[src/rtl/fade_pkg.sv]
// Shared types for the RGB hue-wheel fade sequencer: phase encoding, FSM states
// and phase-stepping helpers.
package fade_pkg;

  localparam int unsigned NUM_PHASES = 6;
  localparam int unsigned PHASE_W    = 3;

  typedef enum logic [PHASE_W-1:0] {
    GREEN_INC = 3'd0,
    RED_DEC   = 3'd1,
    BLUE_INC  = 3'd2,
    GREEN_DEC = 3'd3,
    RED_INC   = 3'd4,
    BLUE_DEC  = 3'd5
  } phase_t;

  typedef enum logic [1:0] {
    HOLD = 2'd0,
    RUN  = 2'd1,
    LOAD = 2'd2
  } state_t;

  // Out-of-range command phases fall back to the start of the wheel.
  function automatic phase_t coerce_phase(input logic [PHASE_W-1:0] p);
    return (p > 3'd5) ? GREEN_INC : phase_t'(p);
  endfunction

  function automatic phase_t phase_fwd(input phase_t p);
    return (p == BLUE_DEC) ? GREEN_INC : phase_t'(p + 3'd1);
  endfunction

  function automatic phase_t phase_rev(input phase_t p);
    return (p == GREEN_INC) ? BLUE_DEC : phase_t'(p - 3'd1);
  endfunction

endpackage

[src/rtl/fade_sequencer_if.sv]
// Command port of the fade sequencer: valid/ready handshake carrying a start
// phase and a new step divider.
interface fade_sequencer_if
  import fade_pkg::*;
#(
  parameter int unsigned DIV_W = 16
);
  logic               cmd_valid;
  logic               cmd_ready;
  logic [PHASE_W-1:0] cmd_phase;
  logic [DIV_W-1:0]   cmd_div;

  modport master (output cmd_valid, cmd_phase, cmd_div, input cmd_ready);
  modport slave  (input cmd_valid, cmd_phase, cmd_div, output cmd_ready);
endinterface

[src/rtl/fade_prescaler.sv]
// Step prescaler: counts 0..div-1 while enabled and flags the last count as a
// tick. A divider of 0 behaves like 1 (tick every enabled cycle).
module fade_prescaler #(
  parameter int unsigned DIV_W = 16
) (
  input  logic             clk,
  input  logic             rst,
  input  logic             en,
  input  logic             clr,
  input  logic [DIV_W-1:0] div,
  output logic             tick
);
  logic [DIV_W-1:0] count;
  logic [DIV_W-1:0] last;

  assign last = (div == '0) ? '0 : div - DIV_W'(1);
  assign tick = en && (count >= last);

  always_ff @(posedge clk or posedge rst) begin
    if (rst)      count <= '0;
    else if (clr) count <= '0;
    else if (en)  count <= tick ? '0 : count + DIV_W'(1);
  end
endmodule

[src/rtl/fade_sequencer.sv]
// RGB hue-wheel fade sequencer: steps phase/level on prescaler ticks and derives
// three channel duties. Define FADE_REVERSE_EN to add the dir input (reverse walk).
module fade_sequencer
  import fade_pkg::*;
#(
  parameter  int unsigned PWM_INTERVAL = 1000,
  parameter  int unsigned STEP_DIV     = 1200,
  parameter  int unsigned DIV_W        = 16,
  localparam int unsigned DUTY_W       = $clog2(PWM_INTERVAL + 1)
) (
  input  logic              clk,
  input  logic              rst,
  input  logic              run,
`ifdef FADE_REVERSE_EN
  input  logic              dir,
`endif
  fade_sequencer_if.slave   cmd,
  output logic [DUTY_W-1:0] red_duty,
  output logic [DUTY_W-1:0] green_duty,
  output logic [DUTY_W-1:0] blue_duty,
  output phase_t            phase,
  output logic              cycle_done
);
  localparam logic [DUTY_W-1:0] FULL     = DUTY_W'(PWM_INTERVAL);
  localparam logic [DUTY_W-1:0] LVL_LAST = DUTY_W'(PWM_INTERVAL - 1);

  state_t            state, state_nx;
  logic [DUTY_W-1:0] level;
  logic [DIV_W-1:0]  div;
  logic              accept, tick, step, wrap, rev, pre_en;

`ifdef FADE_REVERSE_EN
  assign rev = dir;
`else
  assign rev = 1'b0;
`endif

  assign accept = cmd.cmd_valid && cmd.cmd_ready;
  // A command arriving with a tick wins; the tick is dropped.
  assign step   = tick && !accept;
  assign wrap   = rev ? (phase == GREEN_INC && level == '0)
                      : (phase == BLUE_DEC && level == LVL_LAST);
  assign pre_en = run && (state == RUN);

  fade_prescaler #(.DIV_W(DIV_W)) u_prescaler (
    .clk  (clk),
    .rst  (rst),
    .en   (pre_en),
    .clr  (accept),
    .div  (div),
    .tick (tick)
  );

  always_ff @(posedge clk or posedge rst) begin
    if (rst) begin
      state         <= HOLD;
      cmd.cmd_ready <= 1'b1;
    end else begin
      state         <= state_nx;
      cmd.cmd_ready <= (state_nx != LOAD);
    end
  end

  always_comb begin
    state_nx = state;
    case (state)
      HOLD:    if (accept) state_nx = LOAD; else if (run)  state_nx = RUN;
      RUN:     if (accept) state_nx = LOAD; else if (!run) state_nx = HOLD;
      LOAD:    state_nx = run ? RUN : HOLD;
      default: state_nx = HOLD;
    endcase
  end

  always_ff @(posedge clk or posedge rst) begin
    if (rst) begin
      phase      <= GREEN_INC;
      level      <= '0;
      div        <= DIV_W'(STEP_DIV);
      cycle_done <= 1'b0;
    end else begin
      cycle_done <= step && wrap;
      if (accept) begin
        phase <= coerce_phase(cmd.cmd_phase);
        level <= '0;
        div   <= cmd.cmd_div;
      end else if (step) begin
        if (rev) begin
          if (level == '0) begin
            level <= LVL_LAST;
            phase <= phase_rev(phase);
          end else begin
            level <= level - DUTY_W'(1);
          end
        end else begin
          if (level == LVL_LAST) begin
            level <= '0;
            phase <= phase_fwd(phase);
          end else begin
            level <= level + DUTY_W'(1);
          end
        end
      end
    end
  end

  // Ramping channel is level on INC phases and FULL-level on DEC phases.
  always_comb begin
    red_duty   = '0;
    green_duty = '0;
    blue_duty  = '0;
    case (phase)
      GREEN_INC: begin red_duty   = FULL;         green_duty = level;        end
      RED_DEC:   begin red_duty   = FULL - level; green_duty = FULL;         end
      BLUE_INC:  begin green_duty = FULL;         blue_duty  = level;        end
      GREEN_DEC: begin green_duty = FULL - level; blue_duty  = FULL;         end
      RED_INC:   begin red_duty   = level;        blue_duty  = FULL;         end
      BLUE_DEC:  begin red_duty   = FULL;         blue_duty  = FULL - level; end
      default:   ;
    endcase
  end
endmodule

[src/flat_wrapper.sv]
// flat-port wrapper written by rule: the top's interface ports become plain ports
module fade_sequencer_flat import fade_pkg::*;
#(
  parameter  int unsigned PWM_INTERVAL = 1000,
  parameter  int unsigned STEP_DIV     = 1200,
  parameter  int unsigned DIV_W        = 16,
  localparam int unsigned DUTY_W       = $clog2(PWM_INTERVAL + 1)
)
  (clk, rst, run, red_duty, green_duty, blue_duty, phase, cycle_done, cmd_cmd_valid, cmd_cmd_phase, cmd_cmd_div, cmd_cmd_ready);
  fade_sequencer_if #(.DIV_W(DIV_W)) cmd_i ();
  input  logic clk;
  input  logic rst;
  input  logic run;
  output logic [DUTY_W-1:0] red_duty;
  output logic [DUTY_W-1:0] green_duty;
  output logic [DUTY_W-1:0] blue_duty;
  output phase_t phase;
  output logic cycle_done;
  input wire logic [$bits(cmd_i.cmd_valid)-1:0] cmd_cmd_valid;
  input wire logic [$bits(cmd_i.cmd_phase)-1:0] cmd_cmd_phase;
  input wire logic [$bits(cmd_i.cmd_div)-1:0] cmd_cmd_div;
  output wire logic [$bits(cmd_i.cmd_ready)-1:0] cmd_cmd_ready;
  assign cmd_i.cmd_valid = cmd_cmd_valid;
  assign cmd_i.cmd_phase = cmd_cmd_phase;
  assign cmd_i.cmd_div = cmd_cmd_div;
  assign cmd_cmd_ready = cmd_i.cmd_ready;
  fade_sequencer #(.PWM_INTERVAL(PWM_INTERVAL), .STEP_DIV(STEP_DIV), .DIV_W(DIV_W)) u_core (.clk(clk), .rst(rst), .run(run), .cmd(cmd_i), .red_duty(red_duty), .green_duty(green_duty), .blue_duty(blue_duty), .phase(phase), .cycle_done(cycle_done));
endmodule
[config.mk]
export PLATFORM = sky130hd
export DESIGN_NAME = fade_sequencer_flat
export DESIGN_NICKNAME = d
export VERILOG_FILES = /design/src/rtl/fade_pkg.sv /design/src/rtl/fade_sequencer_if.sv /design/src/rtl/fade_prescaler.sv /design/src/rtl/fade_sequencer.sv /design/src/flat_wrapper.sv
export SDC_FILE = /design/constraint.sdc
export NUM_CORES = 1
export LEC_CHECK = 0
export ABC_AREA = 1
export CAP_MARGIN = 20
export CORE_MARGIN = 2
export CORE_UTILIZATION = 30
export CTS_BUF_LIST = sky130_fd_sc_hd__clkbuf_4 sky130_fd_sc_hd__clkbuf_8 sky130_fd_sc_hd__clkbuf_16
export DETAILED_ROUTE_END_ITERATION = 8
export PLACE_DENSITY = 0.61
export SYNTH_ARGS = -nofsm -noshare
export SYNTH_HDL_FRONTEND = slang
export SYNTH_HIERARCHICAL = 1
export SYNTH_SLANG_ARGS = --single-unit
[constraint.sdc]
create_clock -name clk -period 4.25 [get_ports clk]
set_input_delay 0.6375 -clock clk [delete_from_list [all_inputs] [get_ports clk]]
set_output_delay 0.6375 -clock clk [all_outputs]
set_load 0.05 [all_outputs]
==> metrics.md <==
| Metric | Value |
|---|---|
| Status | finished, final reports clean |
| Ys flop type | dfrtp_1 |
| Flop-to-flop setup slack | around 0.81 ns |
| Slowest CP cell | dfrtp_1 |
| Pre-CTS WS | ~0.9 ns |
| Met2 Wirelength | around 4.7 mm |
| Layout Skew | roughly 0.0023 ns |
| Largest family of logic cells by synthesized area | simple AND/OR/NAND/NOR gates |
| Routed metal-1 wire length | 5.073 mm |
| Mux contribution to synthesized area | 0% |
| Cells after Synth | approximately 610 |
| Seq/Total Area, Yosys | 30.71% |
| Placed Area | about 4800 um^2 |
| Fraction of layout cells with a size suffix above 1 | under 10% |
| Die H | between 100 and 150 um |
| Vias per Instance | ~4.8 |
| Hold Crit Start | u_core/state[0] |
| Setup TNS | 0 ns |
| # DRC | 0 |
| Most common cell in the netlist | nand2_1 |
| Buffers on Ports | 57 |
| WL met3 | about 550 um |
| Starting density of the core | between 30% and 40% |
| Slew Limit Fails | 0 |
| Leak pwr | about 2.5 nW |
| Site Rows | 42 |
| R2r endpoint | u_core/level[3] |
| Core Area | between 10000 and 15000 um^2 |
| Post-cts gate resize count | 0 |
| GPL Wtd Cong | about 0.91 |
| Clk_lat worst skew | around 0.29 ns |
| CTS Buf Count | 5 |
| Syn_nets | 650 |
| Reg2reg start | u_core/div[0] |
| Hold path depth | 1 |
| Die area | roughly 14000 um^2 |
| Worst setup EP type | register |
| Post-DP HPWL | just over 8 mm |
| CP Class | reg -> reg |
| Clk root buf | clkbuf_16 |
| Yosys warns | 6 |
| Cell area after layout | between 4000 and 5000 um^2 |
| Reg2reg path depth | 23 |
| I/O pin count | 58 |
| Synth cell types | 38 |
| Final hold violations | 0 |
| Cell Area, Synth | 4013 um^2 |
| Synthesized-area fraction occupied by adder cells | between 6 and 7% |
| Clock transition at the registers of the reported paths | ~0.060 ns |
| RSZ-0062 raised after global routing | no |
| Max incr delay on CP | ~0.4 ns |
| Total gr overflow | 0 |
| Startpoint Class | register |
| Synth top area cells | dfrtp_1, nand2_1, nand3_1 |
| Final worst path period need | ~3.4 ns |
| Xor and xnor area share after synthesis | under 10% |
| Initial DRC count | about 320 |
| Final nets | 705 |
| Post-CTS Hold Fix Bufs | 0 |
| Routed WL per cell | roughly 12 um |
| Relative slew slack | about half |
| Top cell type's share of synthesized area | between 20 and 30% |
| Synth Area in Compound Gates | around 7.6% |
| Fin crit share | between 80% and 90% |
| Final hold slack | 0.4395 ns |
| Area leader, netlist | dfrtp_1 |
| CTS tree | yes |
| Power per cell area | about 460 nW/um^2 |
| Yosys reg bits | 49 |
| Antenna viol nets, final | 0 |
| CP Cell Sequence | inv_1 -> ha_1 -> nand2_1 -> nor2_4 -> and3_1 -> xor2_1 -> nand2_1 -> ha_1 -> nand2_1 -> o21bai_1 -> nand2_1 -> nand2_1 -> nand2_1 -> inv_2 -> nand2_1 -> nand2_4 -> inv_1 -> inv_1 -> nand2_2 -> inv_2 -> o21ai_0 -> nand2_1 -> nor2_1 |
| Clock buffer depth | 2 |
| Post-synthesis simple-gate area fraction | a little over two fifths |
| Hold EP | u_core/state[0] |
| Crit-path most repeated cell | nand2_1 |
| Worst Tran Pin Value | 0.7541 ns |
| Total wire length | approximately 10 mm |
| Uppermost layer routed | met4 |
| Crit path from | u_core/div[0] |
| Number of synthesized flops with an enable pin | 0 |
| Post-CTS Repair Setup Buffers | 0 |
| CP Data Arrival Time | between 3 and 4 ns |
| Maximum vdd drop | approximately 360 uV |
| Via Count | 4044 |
| Count of final setup violators | 0 |
| Worst Path Required | around 4.5 ns |
| Die Span X | approximately 120 um |
| Final core utilization | between 30% and 40% |
| Ys async rst share | 100.0% |
| Pin count of the biggest net entering global routing | 34 |
| CP Max Fanout | 16 |
| Max Freq | 0.2911 GHz |
| First-pass GRT wire length | ~18 mm |
| Initial antenna violation count | 0 |
| H-tree Lvls | 2 |
| Overall routing resource usage | ~15% |
| Max Cap Viol | 0 |
| 1st-pass router iterations | 5 |
| Number of global-route vias before repair | approximately 3800 |
| Synth Area per Inst | 6.632 um^2 |
| HP Class | reg -> reg |
| Final worst slack | 0.8145 ns |
| Layout overhead on the synthesized area | 22.23% |
| Commonest cells in the netlist | nand2_1, nand3_1, inv_1, dfrtp_1, nor2_1 |
| Clock sinks | 49 |
| Ant. Diodes | 0 |
[metal layers]
metal,GRT usage [%],vias to the layer above
li1,-,2046
met1,21.26,1861
met2,24.18,128
met3,1.901,9
met4,3.382,0
met5,0,-
[placed cells by master, fill, tap and decap left out, types with 6 or more instances in the layout]
master           count
ha_1                22
nand4_1             12
nand3_1             67
o22ai_1              9
inv_1               61
o21ai_0             11
dfrtp_1             44
a21oi_1             27
nor2_1              42
clkdlybuf4s50_1     57
nor2_4               6
xor2_1              14
nand2_1            224
[where the power goes]
group | switching [mW] | internal [mW] | leakage, nW | total, mW
Combinational | 0.883 | 0.399 | 1.82 | 1.28
Sequential | 0.0580 | 0.514 | 0.639 | 0.572
Clock | 0.164 | 0.238 | 0.0754 | 0.402
[worst max-delay path: cells and delay by family, from the launching register on]
family,cells,cell delay (ns)
simple gates,13,1.48
fa+ha+maj,2,0.49
buf+inv,5,0.52
xor+xnor,1,0.15
flops,1,0.41
compound gates,2,0.31
[state kept, by name (all words and copies together), names as in the netlist]
signal and cells:
u_core/cmd.cmd_ready 1, u_core/cycle_done 1, u_core/div 16, u_core/level 10, u_core/phase 3, u_core/state 2
u_core/u_prescaler/count 16
[through the flow]
stage	instances	power, mW
after floorplan	605	1.455
after global placement	829	1.847
after detailed placement	829	1.856
after CTS	837	2.263
after global routing	837	2.391
final	837	2.257
[how the worst max path moves through the flow]
stage	end	slack, ns	depth (start not counted)
2_1_floorplan	u_core/level[3]	1.24	24
3_3_place_gp	u_core/level[6]	1.06	23
3_5_place_dp	u_core/level[3]	0.90	23
4_1_cts	u_core/level[3]	0.86	23
5_1_grt	u_core/level[3]	0.42	23
6_report	u_core/level[3]	0.81	23
[cell families after synthesis]
group | Yosys count
adder cells (fa/ha/maj) | 22
AND/OR/NAND/NOR | 380
AO/OA/AOI/OAI | 55
XOR/XNOR | 17
buffers and inverters | 82
flip-flops | 49
[area by class of cell]
cell class                 count  area [um^2]
sequential                    49         1232
fill                        1414         8233
multi-input combinational    474         2451
timing repair buffer          59        585.6
inverter                      71        267.8
clock buffer                   8        147.6
tap                          176        220.2
(Power assumes the default switching activity.)
